**src/rtl/u_mask_scan_if.sv**
```systemverilog
// Request/result handshake bundle for the chunked mask scanner.
interface u_mask_scan_if #(
  parameter int unsigned W = 64
) ();
  localparam int unsigned PW = $clog2(W);

  logic          i_vld;
  logic          o_rdy;
  logic [W-1:0]  i_x;
  logic [PW-1:0] i_pivot;
  logic          i_bit;
  logic          i_lsb;
  logic          i_kill;
  logic          o_vld;
  logic          i_rdy;
  logic          o_all;
  logic [PW-1:0] o_pos;
  logic          o_busy;

  modport slave (
    input  i_vld, i_x, i_pivot, i_bit, i_lsb, i_kill, i_rdy,
    output o_rdy, o_vld, o_all, o_pos, o_busy
  );

  modport master (
    output i_vld, i_x, i_pivot, i_bit, i_lsb, i_kill, i_rdy,
    input  o_rdy, o_vld, o_all, o_pos, o_busy
  );
endinterface

```
**src/rtl/u_mask_scan.sv**
```systemverilog
// Sequential mask scanner: walks outward from a run-time pivot CHUNK_W bits
// per cycle and reports all-match or the mismatch nearest the pivot.
module u_mask_scan #(
  parameter int unsigned W       = 64,
  parameter int unsigned CHUNK_W = 16
) (
  input  logic         clk,
  input  logic         arst,
  u_mask_scan_if.slave bus
);
  localparam int unsigned PW     = $clog2(W);
  localparam int unsigned NCHUNK = W / CHUNK_W;
  localparam int unsigned CPW    = (NCHUNK > 1) ? $clog2(NCHUNK) : 1;

  if (W % CHUNK_W != 0) begin : g_bad_chunk
    $error("u_mask_scan: W must be a multiple of CHUNK_W");
  end

  typedef enum logic [1:0] {IDLE, SCAN, DONE} state_t;

  state_t          state;
  logic [W-1:0]    x_r;
  logic [PW-1:0]   piv_r;
  logic            bit_r;
  logic            lsb_r;
  logic [CPW-1:0]  c_r;

  logic [PW-1:0]      piv_in;
  logic [CHUNK_W-1:0] chunk;
  logic [CHUNK_W-1:0] exam;
  logic [CHUNK_W-1:0] mm;
  logic [CPW-1:0]     piv_c;
  int unsigned        off;
  int unsigned        hit_j;
  logic [PW-1:0]      hit_pos;
  logic               hit_any;
  logic               last_c;
  logic               accept;

  // Kill wins over a same-cycle handshake, so ready drops with it in DONE.
  assign bus.o_rdy = !arst && ((state == IDLE) ||
                     (state == DONE && bus.i_rdy && !bus.i_kill));
  assign accept    = bus.i_vld && bus.o_rdy;

  // Current-chunk evaluation: mask the far side of the pivot, find nearest miss.
  always_comb begin
    piv_in  = (32'(bus.i_pivot) >= W) ? PW'(W - 1) : bus.i_pivot;
    chunk   = x_r[c_r*CHUNK_W +: CHUNK_W];
    piv_c   = CPW'(32'(piv_r) / CHUNK_W);
    off     = 32'(piv_r) % CHUNK_W;
    exam    = '1;
    hit_j   = 0;
    for (int unsigned j = 0; j < CHUNK_W; j++) begin
      if (c_r == piv_c) begin
        exam[j] = lsb_r ? (j <= off) : (j >= off);
      end
    end
    mm      = (chunk ^ {CHUNK_W{bit_r}}) & exam;
    hit_any = |mm;
    if (lsb_r) begin
      for (int unsigned j = 0; j < CHUNK_W; j++) begin
        if (mm[j]) hit_j = j;
      end
    end else begin
      for (int unsigned j = CHUNK_W; j > 0; j--) begin
        if (mm[j-1]) hit_j = j - 1;
      end
    end
    hit_pos = PW'(c_r*CHUNK_W + hit_j);
    last_c  = lsb_r ? (c_r == '0) : (c_r == CPW'(NCHUNK - 1));
  end

  always_ff @(posedge clk or posedge arst) begin
    if (arst) begin
      state      <= IDLE;
      x_r        <= '0;
      piv_r      <= '0;
      bit_r      <= 1'b0;
      lsb_r      <= 1'b0;
      c_r        <= '0;
      bus.o_vld  <= 1'b0;
      bus.o_all  <= 1'b0;
      bus.o_pos  <= '0;
      bus.o_busy <= 1'b0;
    end else if (state != IDLE && bus.i_kill) begin
      state      <= IDLE;
      bus.o_vld  <= 1'b0;
      bus.o_all  <= 1'b0;
      bus.o_pos  <= '0;
      bus.o_busy <= 1'b0;
    end else begin
      case (state)
        SCAN: begin
          if (hit_any) begin
            state     <= DONE;
            bus.o_vld <= 1'b1;
            bus.o_all <= 1'b0;
            bus.o_pos <= hit_pos;
          end else if (last_c) begin
            state     <= DONE;
            bus.o_vld <= 1'b1;
            bus.o_all <= 1'b1;
            bus.o_pos <= '0;
          end else begin
            c_r <= lsb_r ? c_r - CPW'(1) : c_r + CPW'(1);
          end
        end
        DONE: begin
          if (bus.i_rdy) begin
            state      <= IDLE;
            bus.o_vld  <= 1'b0;
            bus.o_all  <= 1'b0;
            bus.o_pos  <= '0;
            bus.o_busy <= 1'b0;
          end
        end
        default: ;
      endcase
      // Back-to-back accept from DONE overrides the return to IDLE above.
      if (accept) begin
        state      <= SCAN;
        x_r        <= bus.i_x;
        piv_r      <= piv_in;
        bit_r      <= bus.i_bit;
        lsb_r      <= bus.i_lsb;
        c_r        <= CPW'(32'(piv_in) / CHUNK_W);
        bus.o_vld  <= 1'b0;
        bus.o_all  <= 1'b0;
        bus.o_pos  <= '0;
        bus.o_busy <= 1'b1;
      end
    end
  end
endmodule

```
**src/flat_wrapper.sv**
```systemverilog
// flat-port wrapper written by rule: the top's interface ports become plain ports
module u_mask_scan_flat 
#(
  parameter int unsigned W       = 64,
  parameter int unsigned CHUNK_W = 16
)
  (clk, arst, bus_i_vld, bus_i_x, bus_i_pivot, bus_i_bit, bus_i_lsb, bus_i_kill, bus_i_rdy, bus_o_rdy, bus_o_vld, bus_o_all, bus_o_pos, bus_o_busy);
  u_mask_scan_if #(.W(W)) bus_i ();
  input  logic clk;
  input  logic arst;
  input wire logic [$bits(bus_i.i_vld)-1:0] bus_i_vld;
  input wire logic [$bits(bus_i.i_x)-1:0] bus_i_x;
  input wire logic [$bits(bus_i.i_pivot)-1:0] bus_i_pivot;
  input wire logic [$bits(bus_i.i_bit)-1:0] bus_i_bit;
  input wire logic [$bits(bus_i.i_lsb)-1:0] bus_i_lsb;
  input wire logic [$bits(bus_i.i_kill)-1:0] bus_i_kill;
  input wire logic [$bits(bus_i.i_rdy)-1:0] bus_i_rdy;
  output wire logic [$bits(bus_i.o_rdy)-1:0] bus_o_rdy;
  output wire logic [$bits(bus_i.o_vld)-1:0] bus_o_vld;
  output wire logic [$bits(bus_i.o_all)-1:0] bus_o_all;
  output wire logic [$bits(bus_i.o_pos)-1:0] bus_o_pos;
  output wire logic [$bits(bus_i.o_busy)-1:0] bus_o_busy;
  assign bus_i.i_vld = bus_i_vld;
  assign bus_i.i_x = bus_i_x;
  assign bus_i.i_pivot = bus_i_pivot;
  assign bus_i.i_bit = bus_i_bit;
  assign bus_i.i_lsb = bus_i_lsb;
  assign bus_i.i_kill = bus_i_kill;
  assign bus_i.i_rdy = bus_i_rdy;
  assign bus_o_rdy = bus_i.o_rdy;
  assign bus_o_vld = bus_i.o_vld;
  assign bus_o_all = bus_i.o_all;
  assign bus_o_pos = bus_i.o_pos;
  assign bus_o_busy = bus_i.o_busy;
  u_mask_scan #(.W(W), .CHUNK_W(CHUNK_W)) u_core (.clk(clk), .arst(arst), .bus(bus_i));
endmodule
```
**config.mk**
```make
export PLATFORM = sky130hd
export DESIGN_NAME = u_mask_scan_flat
export DESIGN_NICKNAME = d
export VERILOG_FILES = /design/src/rtl/u_mask_scan_if.sv /design/src/rtl/u_mask_scan.sv /design/src/flat_wrapper.sv
export SDC_FILE = /design/constraint.sdc
export NUM_CORES = 1
export LEC_CHECK = 0
export ABC_AREA = 1
export CAP_MARGIN = 20
export CORE_ASPECT_RATIO = 1.75
export CORE_MARGIN = 2
export CORE_UTILIZATION = 50
export DETAILED_ROUTE_END_ITERATION = 7
export GPL_ROUTABILITY_DRIVEN = 0
export PLACE_DENSITY = 0.87
export SLEW_MARGIN = 25
export SYNTH_ARGS = -nofsm -noshare
export SYNTH_HDL_FRONTEND = slang
export SYNTH_SLANG_ARGS = --single-unit
```
**constraint.sdc**
```tcl
create_clock -name clk -period 8.7 [get_ports clk]
set_input_delay 1.74 -clock clk [delete_from_list [all_inputs] [get_ports clk]]
set_output_delay 1.74 -clock clk [all_outputs]
set_load 0.01 [all_outputs]
```
== Yosys cells after proc, flatten, opt, wreduce, memory -nomap -nowiden ==
Index checks and enable logic that the tools add are counted.
Operators by class
  $add $sub $neg: 3
  order comparisons: 32
  equal/unequal tests: 8
  shifts and indexed selects: 1
  multiplexer cells: 95
  bitwise operators: 3
  reductions and logical operators: 20
Operator list (number)
  4-bit two-way mux: 25
  64-bit by 7-bit indexed part select with 16-bit output: 1
  1-bit two-way mux: 45
  4-bit >= comparator, first input constant: 8
  4-bit <= comparator, first input constant: 8
  6-bit two-way mux: 5
  2-bit two-way mux: 12
  16-bit AND: 1
  3-bit by 4-bit >= comparator with 1-bit output, first input constant: 4
  3-bit by 4-bit <= comparator with 1-bit output, first input constant: 4
  16-bit OR reduction: 1
  16-bit XOR: 1
  3-bit two-way mux: 4
  6-bit one-hot mux with 2 select lines: 1
  1-bit by 4-bit >= comparator with 1-bit output, first input constant: 2
  2-bit by 4-bit >= comparator with 1-bit output, first input constant: 2
  1-bit by 4-bit <= comparator with 1-bit output, first input constant: 2
  2-bit by 4-bit <= comparator with 1-bit output, first input constant: 2
  6-bit adder: 1
  3-bit nonzero test: 2
  1-bit logical AND: 5
  5-bit by 1-bit != test with 1-bit output, second input constant: 1
  2-bit equality test, second input constant: 2
  2-bit zero test: 2
  16 further kinds: 21
Storage, ports and cells
  flip-flop bits (word level): 85
  output and inout port bits: 10
  logic and storage cells: 172

== Depth between registers and ports, before layout ==
  depth after elaboration: 26
  depth in mapped cells: 26

== Worst setup path before layout ==
No wires, ideal clock.
  path type: in2out
  start: input port arst
  end: output port bus_o_rdy
  data arrival time: 3.847 ns
  required time: 6.960 ns
  setup slack: 3.113 ns
  stages: 3
  cells stage by stage: inv_1 -> nand3_1 -> inv_1
Between the ends
  word-level cells in the longest chain between the ends: 2
RTL lines
  start, declared: line flat_wrapper.sv:10  | input logic arst;
  1-bit zero test (no source line)
  1-bit logical AND: line u_mask_scan.sv:41  | assign bus.o_rdy = !arst && ((state == IDLE) ||
  end, declared: line flat_wrapper.sv:18  | output wire logic [$bits(bus_i.o_rdy)-1:0] bus_o_rdy;
No other way between the ends.

== Final worst setup path ==
  start: input port bus_i_rdy
  end: output port bus_o_rdy
Between the ends
  word-level cells in the longest chain between the ends: 4
RTL lines
  start, declared: line flat_wrapper.sv:17  | input wire logic [$bits(bus_i.i_rdy)-1:0] bus_i_rdy;
  1-bit logical AND (2 in a row): line u_mask_scan.sv:42  | (state == DONE && bus.i_rdy && !bus.i_kill));
  1-bit logical OR: line u_mask_scan.sv:41
  1-bit logical AND: line u_mask_scan.sv:41
No other way between the ends.

==> flow_summary.yaml <==
placement:
  placement.setup.worst_slack_ns: 3.834
  detailed_place.area_sq_um: 5607
  port_buffers: 86
  place_hpwl_um: 8855
die:
  start_util_pct: 50.92
  die-width_um: 77.76
  design.portCount: 87
  overall_die_height_um: 133.1
  core_sq_um: 9350
  die_area_sq_um: 10350
  rows: 47
timing:
  final_max_slew_viol_count: 0
  final.setup.worst_slack_ns: 3.841
  min_period_over_period_pct: 55.86
  final-hold-violation-count: 0
  setup-tns-final_ns: 0
  max_slew_margin_pct: 49.93
  rsz_0062_raised_after_global_routing: "no"
  fmax_mhz: 205.8
  final_count_of_negative_setup_slack_endpoints: 0
  period_minus_slack_ns: 4.859
  worst_clock_skew_ns: 0.009715
  tightestPinTransition_ns: 0.7511
clock_tree:
  tritoncts: "done"
  clock-root-buffer: "clkbuf_16"
  worstSkewPairLatency_ns: 0.34
  postCtsResizedCells: 0
  cts.sinks: 84
  cts_buffers: 9
  clock_pin_slew_on_the_worst_setup_and_hold_paths_ns: 0.06
  cts_hold_buffers: 0
  max-clock-path-buffers: 2
  postCtsSetupRepairBufs: 0
  ctsHtreeMaxLevel: 3
worst_setup_path:
  cp-start-kind: "input pin"
  worst-setup-path-type: "input pin to output pin"
  critical_path_peak_fanout: 3
  data_required_critical_path_ns: 6.96
  worstSetupEndpointType: "output pin"
  critical_path_arrival_ns: 3.12
global_route:
  globalRouteOverflowTotal: 0
  via_count_of_the_first_global_routing_pass: 4457
  groute.usage.overall_pct: 25.43
  largest_net_degree_at_the_start_of_global_routing: 83
  grt_first_pass_wirelength_um: 20650
  grt_antenna_before_repair: 0
pwr:
  power_density_nw_per_um2: 411.1
  power.combinational.fraction_pct: 54.0
  internal-power_uw: 1274
  power.switching_uw: 1158
  power.sequential.fraction_pct: 30.2
  p_clk_share_pct: 15.9
  power.static_leakage_uw: 0.003028
  irDropWorstVdd_mv: 0.2038
  fin_total_pwr_uw: 2432
  power_switching_share_pct: 47.60
route:
  antenna_violating_nets_post_route: 0
  pre_repair_dr_iteration_count: 6
  detail_route.wirelength_um: 12580
  drt_iter0_drc: 619
  post-route-drc-count: 0
  route.vias.total: 4673
  routed_via_density: 5.322
  detail_route.wl_per_cell_um: 14.33
min_path:
  kind_of_path_behind_the_tightest_hold_check: "register to register"
cells_and_area:
  postLayoutCellArea_sq_um: 5914
  areaGrowthSynthToFinish_pct: 24.23
  antenna_cells: 0
  final_layout_size_suffix_gt1_share_pct: 7.011
  finalNetCount: 828
synth:
  synth_seq_cells: 84
  syn-num-nets: 760
  synth_cell_type_count: 32
  synth_seq_area_share_pct: 44.15
  yosysWarningCount: 0
  netlist_instances: 683
  syn_area_per_cell_sq_um: 6.970
  netlist_area_sq_um: 4761
run:
  cap_viol_max_count: 0
status:
  status: "completed"
Yosys cell counts (all sizes together):
cell / number / area, sq um
inv: 34 / 127.6
xor2: 7 / 61.31
nor4: 1 / 6.260
xnor2: 1 / 8.760
a21o: 1 / 7.510
nand2: 383 / 1496
buf: 17 / 141.4
a21oi: 10 / 57.56
a22o: 1 / 8.760
nand4: 5 / 31.28
clkbuf: 16 / 60.06
dfrtp: 84 / 2102
nand3: 60 / 305.3
o211ai: 1 / 7.510
a31oi: 2 / 18.77
nor3: 2 / 21.27
o21ai: 37 / 185.2
a22oi: 2 / 15.01
nor2: 19 / 98.84
through the flow:
step / util, % / hold slack [ns] / std cells
final: 63.25 / 0.4771 / 878
after global routing: 63.25 / 0.5011 / 878
after CTS: 63.21 / 0.4818 / 878
after detailed placement: 59.96 / 0.4660 / 862
after global placement: 59.96 / 0.4638 / 862
after floorplan: - / 0.4487 / 683
cells in the final DEF (no fill, tap or decap):
master and n:
clkbuf_16 9, nor2_1 12, nor3_1 1, buf_4 3, nor3_4 1, a21oi_1 8
clkbuf_1 1, a22o_1 1, clkbuf_8 1, nor2_2 5, o211ai_1 1, clkdlybuf4s50_1 86
inv_1 25, a21oi_2 2, buf_6 1, a21o_1 1, o21ai_1 7, nand4_1 5
nand3_1 59, xnor2_1 1, a31oi_1 1, a22oi_1 2, clkinv_2 2, a31oi_2 1
o21ai_0 30, inv_2 8, xor2_1 7, nand2_4 3, nand2_8 1, nand3_2 1
clkinv_4 3, nor2_4 2, bufinv_16 1, nor4_1 1, dfrtp_1 84, nand2_1 370
nand2_2 9
routing by layer:
layer	track usage (%)	up-vias	routed length, um
li1	-	2269	-
met1	28.71	2146	4625
met2	45.64	211	6733
met3	3.752	47	696
met4	12.90	0	523
met5	0	-	0
critical path: stages:
cell and delay, ns:
clkdlybuf4s50_1 0.45, inv_1 0.05, o21ai_0 0.16, nand3_1 0.09, inv_1 0.09, clkdlybuf4s50_1 0.54
state kept, by name (all words and copies together), names as in the netlist:
register and count:
u_core.lsb_r 1, u_core.state 2, u_core.bus.o_all 1, u_core.x_r 64, u_core.bit_r 1, u_core.c_r 2, u_core.bus.o_pos 6, u_core.piv_r 6
u_core.bus.o_busy 1
cells by family (layout without fill, tap and decap cells):
logic type                Yosys count  count (layout)  synth area share [%]
AOI/OAI and AO/OA                  54              54                 6.308
and+or+nand+nor                   470             470                 41.16
buffers and inverters              67             140                 6.912
xor gates and xnor gates            8               8                 1.472
DFF                                84              84                 44.15
final timing paths:
path / from / endpoint / slack [ns] / depth (start not counted)
max: bus_i_rdy / bus_o_rdy / 3.84 / 6
min in group asynchronous: arst / u_core.x_r[60] / 1.59 / 2
max in group asynchronous: arst / u_core.x_r[24] / 6.17 / 3
min reg2reg: u_core.x_r[61] / u_core.x_r[61] / 0.48 / 2
max reg2reg: u_core.c_r[1] / u_core.bus.o_pos[0] / 5.35 / 17
min: u_core.x_r[61] / u_core.x_r[61] / 0.48 / 2
power by group through the flow:
| stage | Sequential [uW] | Clock [uW] | Combinational [uW] |
|---|---|---|---|
| 2_1_floorplan | 674 | 0 | 1060 |
| 3_3_place_gp | 720 | 0 | 1230 |
| 3_5_place_dp | 731 | 0 | 1280 |
| 4_1_cts | 727 | 392 | 1300 |
| 5_1_grt | 754 | 409 | 1480 |
| 6_report | 733 | 386 | 1310 |
layout make-up:
| type | count | area (sq um) |
|---|---|---|
| Timing Repair Buffer | 90 | 894.6 |
| Fill cell | 816 | 3436 |
| Multi-Input combinational cell | 532 | 2332 |
| Clock buffer | 11 | 242.7 |
| Tap cell | 122 | 152.6 |
| Inverter | 34 | 128.9 |
| Clock inverter | 5 | 61.31 |
| Sequential cell | 84 | 2102 |
Power figures use the tool's default switching activity.
